`src/rtl/patt_arb_pkg.sv`:
```
// Shared types and helpers for the patt_arb pattern-scan scheduler.
package patt_arb_pkg;

    typedef enum logic [1:0] {
        IDLE,
        SHIFT,
        DONE
    } state_t;

    localparam int              PLEN_DEF = 4;
    localparam logic [PLEN_DEF-1:0] PATT_DEF = 4'b1011;

    // First set request at or after ptr, searching cyclically over n requesters.
    function automatic logic [31:0] rr_pick(input logic [31:0] req,
                                            input logic [31:0] ptr,
                                            input logic [31:0] n);
        logic        found;
        logic [31:0] idx;
        rr_pick = ptr;
        found   = 1'b0;
        for (int unsigned i = 0; i < 32; i++) begin
            if ((i < n) && !found) begin
                idx = ptr + i;
                if (idx >= n) begin
                    idx = idx - n;
                end
                if (req[idx[4:0]]) begin
                    rr_pick = idx;
                    found   = 1'b1;
                end
            end
        end
    endfunction

endpackage

```
`src/rtl/patt_match.sv`:
```
// Serial overlapping pattern matcher: history window, fill counter, saturating hit count.
module patt_match
    import patt_arb_pkg::*;
#(
    parameter int              PLEN = PLEN_DEF,
    parameter logic [PLEN-1:0] PATT = PATT_DEF,
    parameter int              CW   = 4
) (
    input  logic          clk,
    input  logic          rst_b,
    input  logic          clr,
    input  logic          vld,
    input  logic          bit_in,
    output logic          hit,
    output logic [CW-1:0] cnt
);

    localparam int FW = $clog2(PLEN + 1);

    logic [PLEN-2:0] hist_q, hist_d;
    logic [FW-1:0]   fill_q, fill_d;
    logic [CW-1:0]   cnt_q,  cnt_d;
    logic [PLEN-1:0] window;

    // Only the previous PLEN-1 bits are stored; the incoming bit completes the window.
    always_comb begin
        window = {hist_q, bit_in};
        hit    = vld && (fill_q >= FW'(PLEN - 1)) && (window == PATT);
        hist_d = hist_q;
        fill_d = fill_q;
        cnt_d  = cnt_q;
        if (clr) begin
            hist_d = '0;
            fill_d = '0;
            cnt_d  = '0;
        end else if (vld) begin
            hist_d = window[PLEN-2:0];
            if (fill_q != FW'(PLEN)) begin
                fill_d = fill_q + 1'b1;
            end
            if (hit && (cnt_q != '1)) begin
                cnt_d = cnt_q + 1'b1;
            end
        end
    end

    always_ff @(posedge clk or negedge rst_b) begin
        if (!rst_b) begin
            hist_q <= '0;
            fill_q <= '0;
            cnt_q  <= '0;
        end else begin
            hist_q <= hist_d;
            fill_q <= fill_d;
            cnt_q  <= cnt_d;
        end
    end

    assign cnt = cnt_q;

endmodule

```
`src/rtl/patt_arb.sv`:
```
// Round-robin scheduler feeding request words MSB-first into one serial matcher.
// Define PATT_ARB_FIRST_STOP_EN to end each scan on the first match.
module patt_arb
    import patt_arb_pkg::*;
#(
    parameter int              N    = 4,
    parameter int              W    = 8,
    parameter int              PLEN = PLEN_DEF,
    parameter logic [PLEN-1:0] PATT = PATT_DEF,
    localparam int             IW   = $clog2(N),
    localparam int             CW   = $clog2(W + 1)
) (
    input  logic            clk,
    input  logic            rst_b,
    input  logic [N-1:0]    req,
    input  logic [N*W-1:0]  data,
    output logic [N-1:0]    ack,
    output logic            busy,
    output logic            done,
    output logic [IW-1:0]   done_id,
    output logic [CW-1:0]   match_cnt
);

`ifdef PATT_ARB_FIRST_STOP_EN
    localparam bit FIRST_STOP = 1'b1;
`else
    localparam bit FIRST_STOP = 1'b0;
`endif

    state_t        state_q, state_d;
    logic [IW-1:0] ptr_q, ptr_d;
    logic [W-1:0]  sreg_q, sreg_d;
    logic [CW-1:0] bitcnt_q, bitcnt_d;
    logic [N-1:0]  ack_q, ack_d;
    logic          busy_q, busy_d;
    logic          done_q, done_d;
    logic [IW-1:0] done_id_q, done_id_d;
    logic [IW-1:0] win;
    logic          clr;
    logic          vld;
    logic          hit;

    patt_match #(
        .PLEN (PLEN),
        .PATT (PATT),
        .CW   (CW)
    ) u_match (
        .clk    (clk),
        .rst_b  (rst_b),
        .clr    (clr),
        .vld    (vld),
        .bit_in (sreg_q[W-1]),
        .hit    (hit),
        .cnt    (match_cnt)
    );

    always_comb begin
        win       = IW'(rr_pick(32'(req), 32'(ptr_q), 32'(N)));
        state_d   = state_q;
        ptr_d     = ptr_q;
        sreg_d    = sreg_q;
        bitcnt_d  = bitcnt_q;
        ack_d     = '0;
        done_id_d = done_id_q;
        clr       = 1'b0;
        vld       = 1'b0;
        unique case (state_q)
            IDLE: begin
                if (req != '0) begin
                    sreg_d    = data[win*W +: W];
                    done_id_d = win;
                    bitcnt_d  = '0;
                    clr       = 1'b1;
                    ptr_d     = (win == IW'(N - 1)) ? '0 : win + 1'b1;
                    ack_d     = N'(1) << win;
                    state_d   = SHIFT;
                end
            end
            SHIFT: begin
                vld      = 1'b1;
                sreg_d   = sreg_q << 1;
                bitcnt_d = bitcnt_q + 1'b1;
                if ((bitcnt_q == CW'(W - 1)) || (FIRST_STOP && hit)) begin
                    state_d = DONE;
                end
            end
            DONE: begin
                state_d = IDLE;
            end
            default: begin
                state_d = IDLE;
            end
        endcase
        busy_d = (state_d != IDLE);
        done_d = (state_d == DONE);
    end

    always_ff @(posedge clk or negedge rst_b) begin
        if (!rst_b) begin
            state_q   <= IDLE;
            ptr_q     <= '0;
            sreg_q    <= '0;
            bitcnt_q  <= '0;
            ack_q     <= '0;
            busy_q    <= 1'b0;
            done_q    <= 1'b0;
            done_id_q <= '0;
        end else begin
            state_q   <= state_d;
            ptr_q     <= ptr_d;
            sreg_q    <= sreg_d;
            bitcnt_q  <= bitcnt_d;
            ack_q     <= ack_d;
            busy_q    <= busy_d;
            done_q    <= done_d;
            done_id_q <= done_id_d;
        end
    end

    assign ack     = ack_q;
    assign busy    = busy_q;
    assign done    = done_q;
    assign done_id = done_id_q;

endmodule

```
`config.mk`:
```
export PLATFORM = sky130hd
export DESIGN_NAME = patt_arb
export DESIGN_NICKNAME = d
export VERILOG_FILES = /design/src/rtl/patt_arb_pkg.sv /design/src/rtl/patt_match.sv /design/src/rtl/patt_arb.sv
export SDC_FILE = /design/constraint.sdc
export NUM_CORES = 1
export LEC_CHECK = 0
export ABC_AREA = 1
export CORE_ASPECT_RATIO = 1.1
export CORE_MARGIN = 1
export CORE_UTILIZATION = 35
export CTS_CLUSTER_SIZE = 24
export DETAILED_ROUTE_END_ITERATION = 12
export GPL_TIMING_DRIVEN = 0
export PLACE_DENSITY = 0.6
export SETUP_SLACK_MARGIN = 0.05
export SLEW_MARGIN = 20
export SYNTH_ARGS = -nofsm -noshare
export SYNTH_HDL_FRONTEND = slang
export SYNTH_HIERARCHICAL = 1
export SYNTH_SLANG_ARGS = --single-unit
export TNS_END_PERCENT = 1
```
`constraint.sdc`:
```
create_clock -name clk -period 2.25 [get_ports clk]
set_input_delay 0.45 -clock clk [delete_from_list [all_inputs] [get_ports clk]]
set_output_delay 0.45 -clock clk [all_outputs]
set_load 0.1 [all_outputs]
```
==> results.md <==
- Status: completed
- Final cycle utilization of the critical path: 96.31%
- M2 GR Usage: 27.83%
- CTS buffer count: 5
- Hold buffers post-CTS: 0
- Worst Path Required: 1800 ps
- Pre-CTS setup slack: -298.3 ps
- Critical Path Sink: done
- Hold WC Path Type: in -> async
- CP bufs+invs: 1
- Initial Util: 36.57%
- Met1 Use GR: 20.83%
- Drt wl/cell: 11.36 um
- FF-to-FF End: ptr_q[1]
- Critical Path Stages: 1
- Rel. slew slack: 35.49%
- Setup WS post-layout: 83.10 ps
- Clock buffer depth: 2
- Num ports: 50
- GPL Wtd Cong: 0.8019
- Critical path class: reg -> out
- Fin Setup TNS: 0 ps
- Worst Setup Start Kind: flip-flop
- Dpl cell area: 2894 um2
- Row count: 30
- Vias in the first global route: 2020
- H-tree levels: 2
- Worst-path clk slew: 70 ps
- Clk_lat worst skew: 280 ps
- TritonRoute pass-1 iters: 4
- First-pass GRT wire length: 8832 um
- Final min period: 2167 ps
- Die height: 86.37 um
- All-Layer GR Usage: 16.02%
- Final WL: 5057 um
- Warning count from the yosys run: 6
- Max cap viols: 0
- Die W: 78.70 um
- Net Count, Synth: 346
- Met3 Track Usage GR: 2.632%
- # port buffers: 49
- Cells after Synth: 297
- RSZ-0062 raised after global routing: yes
- Clk sinks: 34
- Most used routing layer: met2
- R2R setup slack: 150 ps
- Slew @ Worst Pin: 966.1 ps
- Mapped Area: 2265 um2
- WHS: 50.95 ps
- Antenna-violating nets left: 0
- Fin area: 3131 um2
- Largest delay contributor family on the critical path: buffers and inverters
- Layout area overhead: 38.23%
- Residual DRC: 0
- Die footprint: 6796 um2
- Hpwl dp: 3827 um
- Initial antenna violation count: 0
- Via-to-Cell Ratio: 4.787
- Pin count of the biggest net entering global routing: 25
- Layout Nets: 414
- Diodes inserted: 0
- CP cell instances: clkdlybuf4s50_1
- CP Max Fanout: 1
- Congestion Overflow GR: 0
- Iteration-0 DRC Markers: 69
- Synthesized area per cell: 7.625 um2
- Fmax: 461.5 MHz
- Slowest CP cell: clkdlybuf4s50_1
- CP Capture Type: output pin
- CORE AREA: 6193 um2
- CP startpoint: done
- Critical path's largest stage delay: 1120 ps
- Hold Vio Cnt, Final: 0
- Final Skew: 7.180 ps
- CTS tree: built
- Worst r2r src: ptr_q[0]
- Ratio of cells with drive above 1 in the final layout: 21.64%
- Vias post-DR: 2130
- Root Driver: clkbuf_8
- Slew Viols, Final: 0
- Worst EP arrival: 1720 ps
- Final setup viols: 0
- Fill count: 638
- Reg2reg path depth: 12
-- cell usage in the layout (no fill, tap or decap), drive strengths merged --
cell            n
a22o            1
a31oi           1
buf            20
clkbuf          7
clkdlybuf4s50  35
clkinv          2
dfrtp          34
dlygate4sd2     9
dlymetal6s2s    4
ha             11
inv            42
nand2          81
nand3          68
nand4           2
nor2           23
nor3            3
nor4            1
o21ai          13
o22ai           8
-- worst min path at each step --
stage / from / end / slack (ps) / cells after the start
after floorplan: rst_b / ack[0] / 150 / 0
after global placement: sreg_q[0] / sreg_q[0] / 470 / 2
after detailed placement: rst_b / u_match/cnt[2] / 360 / 1
after CTS: rst_b / u_match/cnt[3] / 60 / 1
after global routing: rst_b / u_match/cnt[3] / 70 / 1
final: rst_b / u_match/cnt[3] / 50 / 1
-- metal layers --
layer | up-vias | routed length (um) | share of wire (%)
li1 | 1102 | - | -
met1 | 975 | 2328 | 46
met2 | 49 | 2470 | 49
met3 | 4 | 216 | 4.3
met4 | 0 | 41 | 0.81
met5 | - | 0 | 0
-- stage by stage --
stage / util, % / instances
2_1_floorplan: - / 297
3_5_place_dp: 46.73 / 427
6_report: 50.55 / 445
3_3_place_gp: 46.36 / 426
5_1_grt: 50.55 / 445
4_1_cts: 48.40 / 435
-- state kept, by name, indices dropped and copies added, names as in the netlist --
name            cells
done                1
u_match/fill_q      3
busy                1
state_q             2
bitcnt_q            4
u_match/cnt         4
u_match/hist_q      3
sreg_q              8
ptr_q               2
ack                 4
done_id             2
-- area by class of cell --
cell class              instances  area, um2  area share, %
multi-input cells             212       1255          40.09
repair buffers                 62      618.1          19.74
inverters                      44      172.7          5.516
clock buffers                   7      86.33          2.758
flip-flops and latches         34      853.3          27.26
plain buffers                   6      45.04          1.439
well taps                      80      100.1          3.197
-- what timing repair did --
action | in CTS | in global routing
pin swaps | 1 | 5
setup endpoints to repair | 21 | 18
resized for setup | 15 | 18
setup buffers | 1 | 11
Power is not shown: default switching activity piles up to over one toggle a cycle in this logic, so the estimate is an artifact.
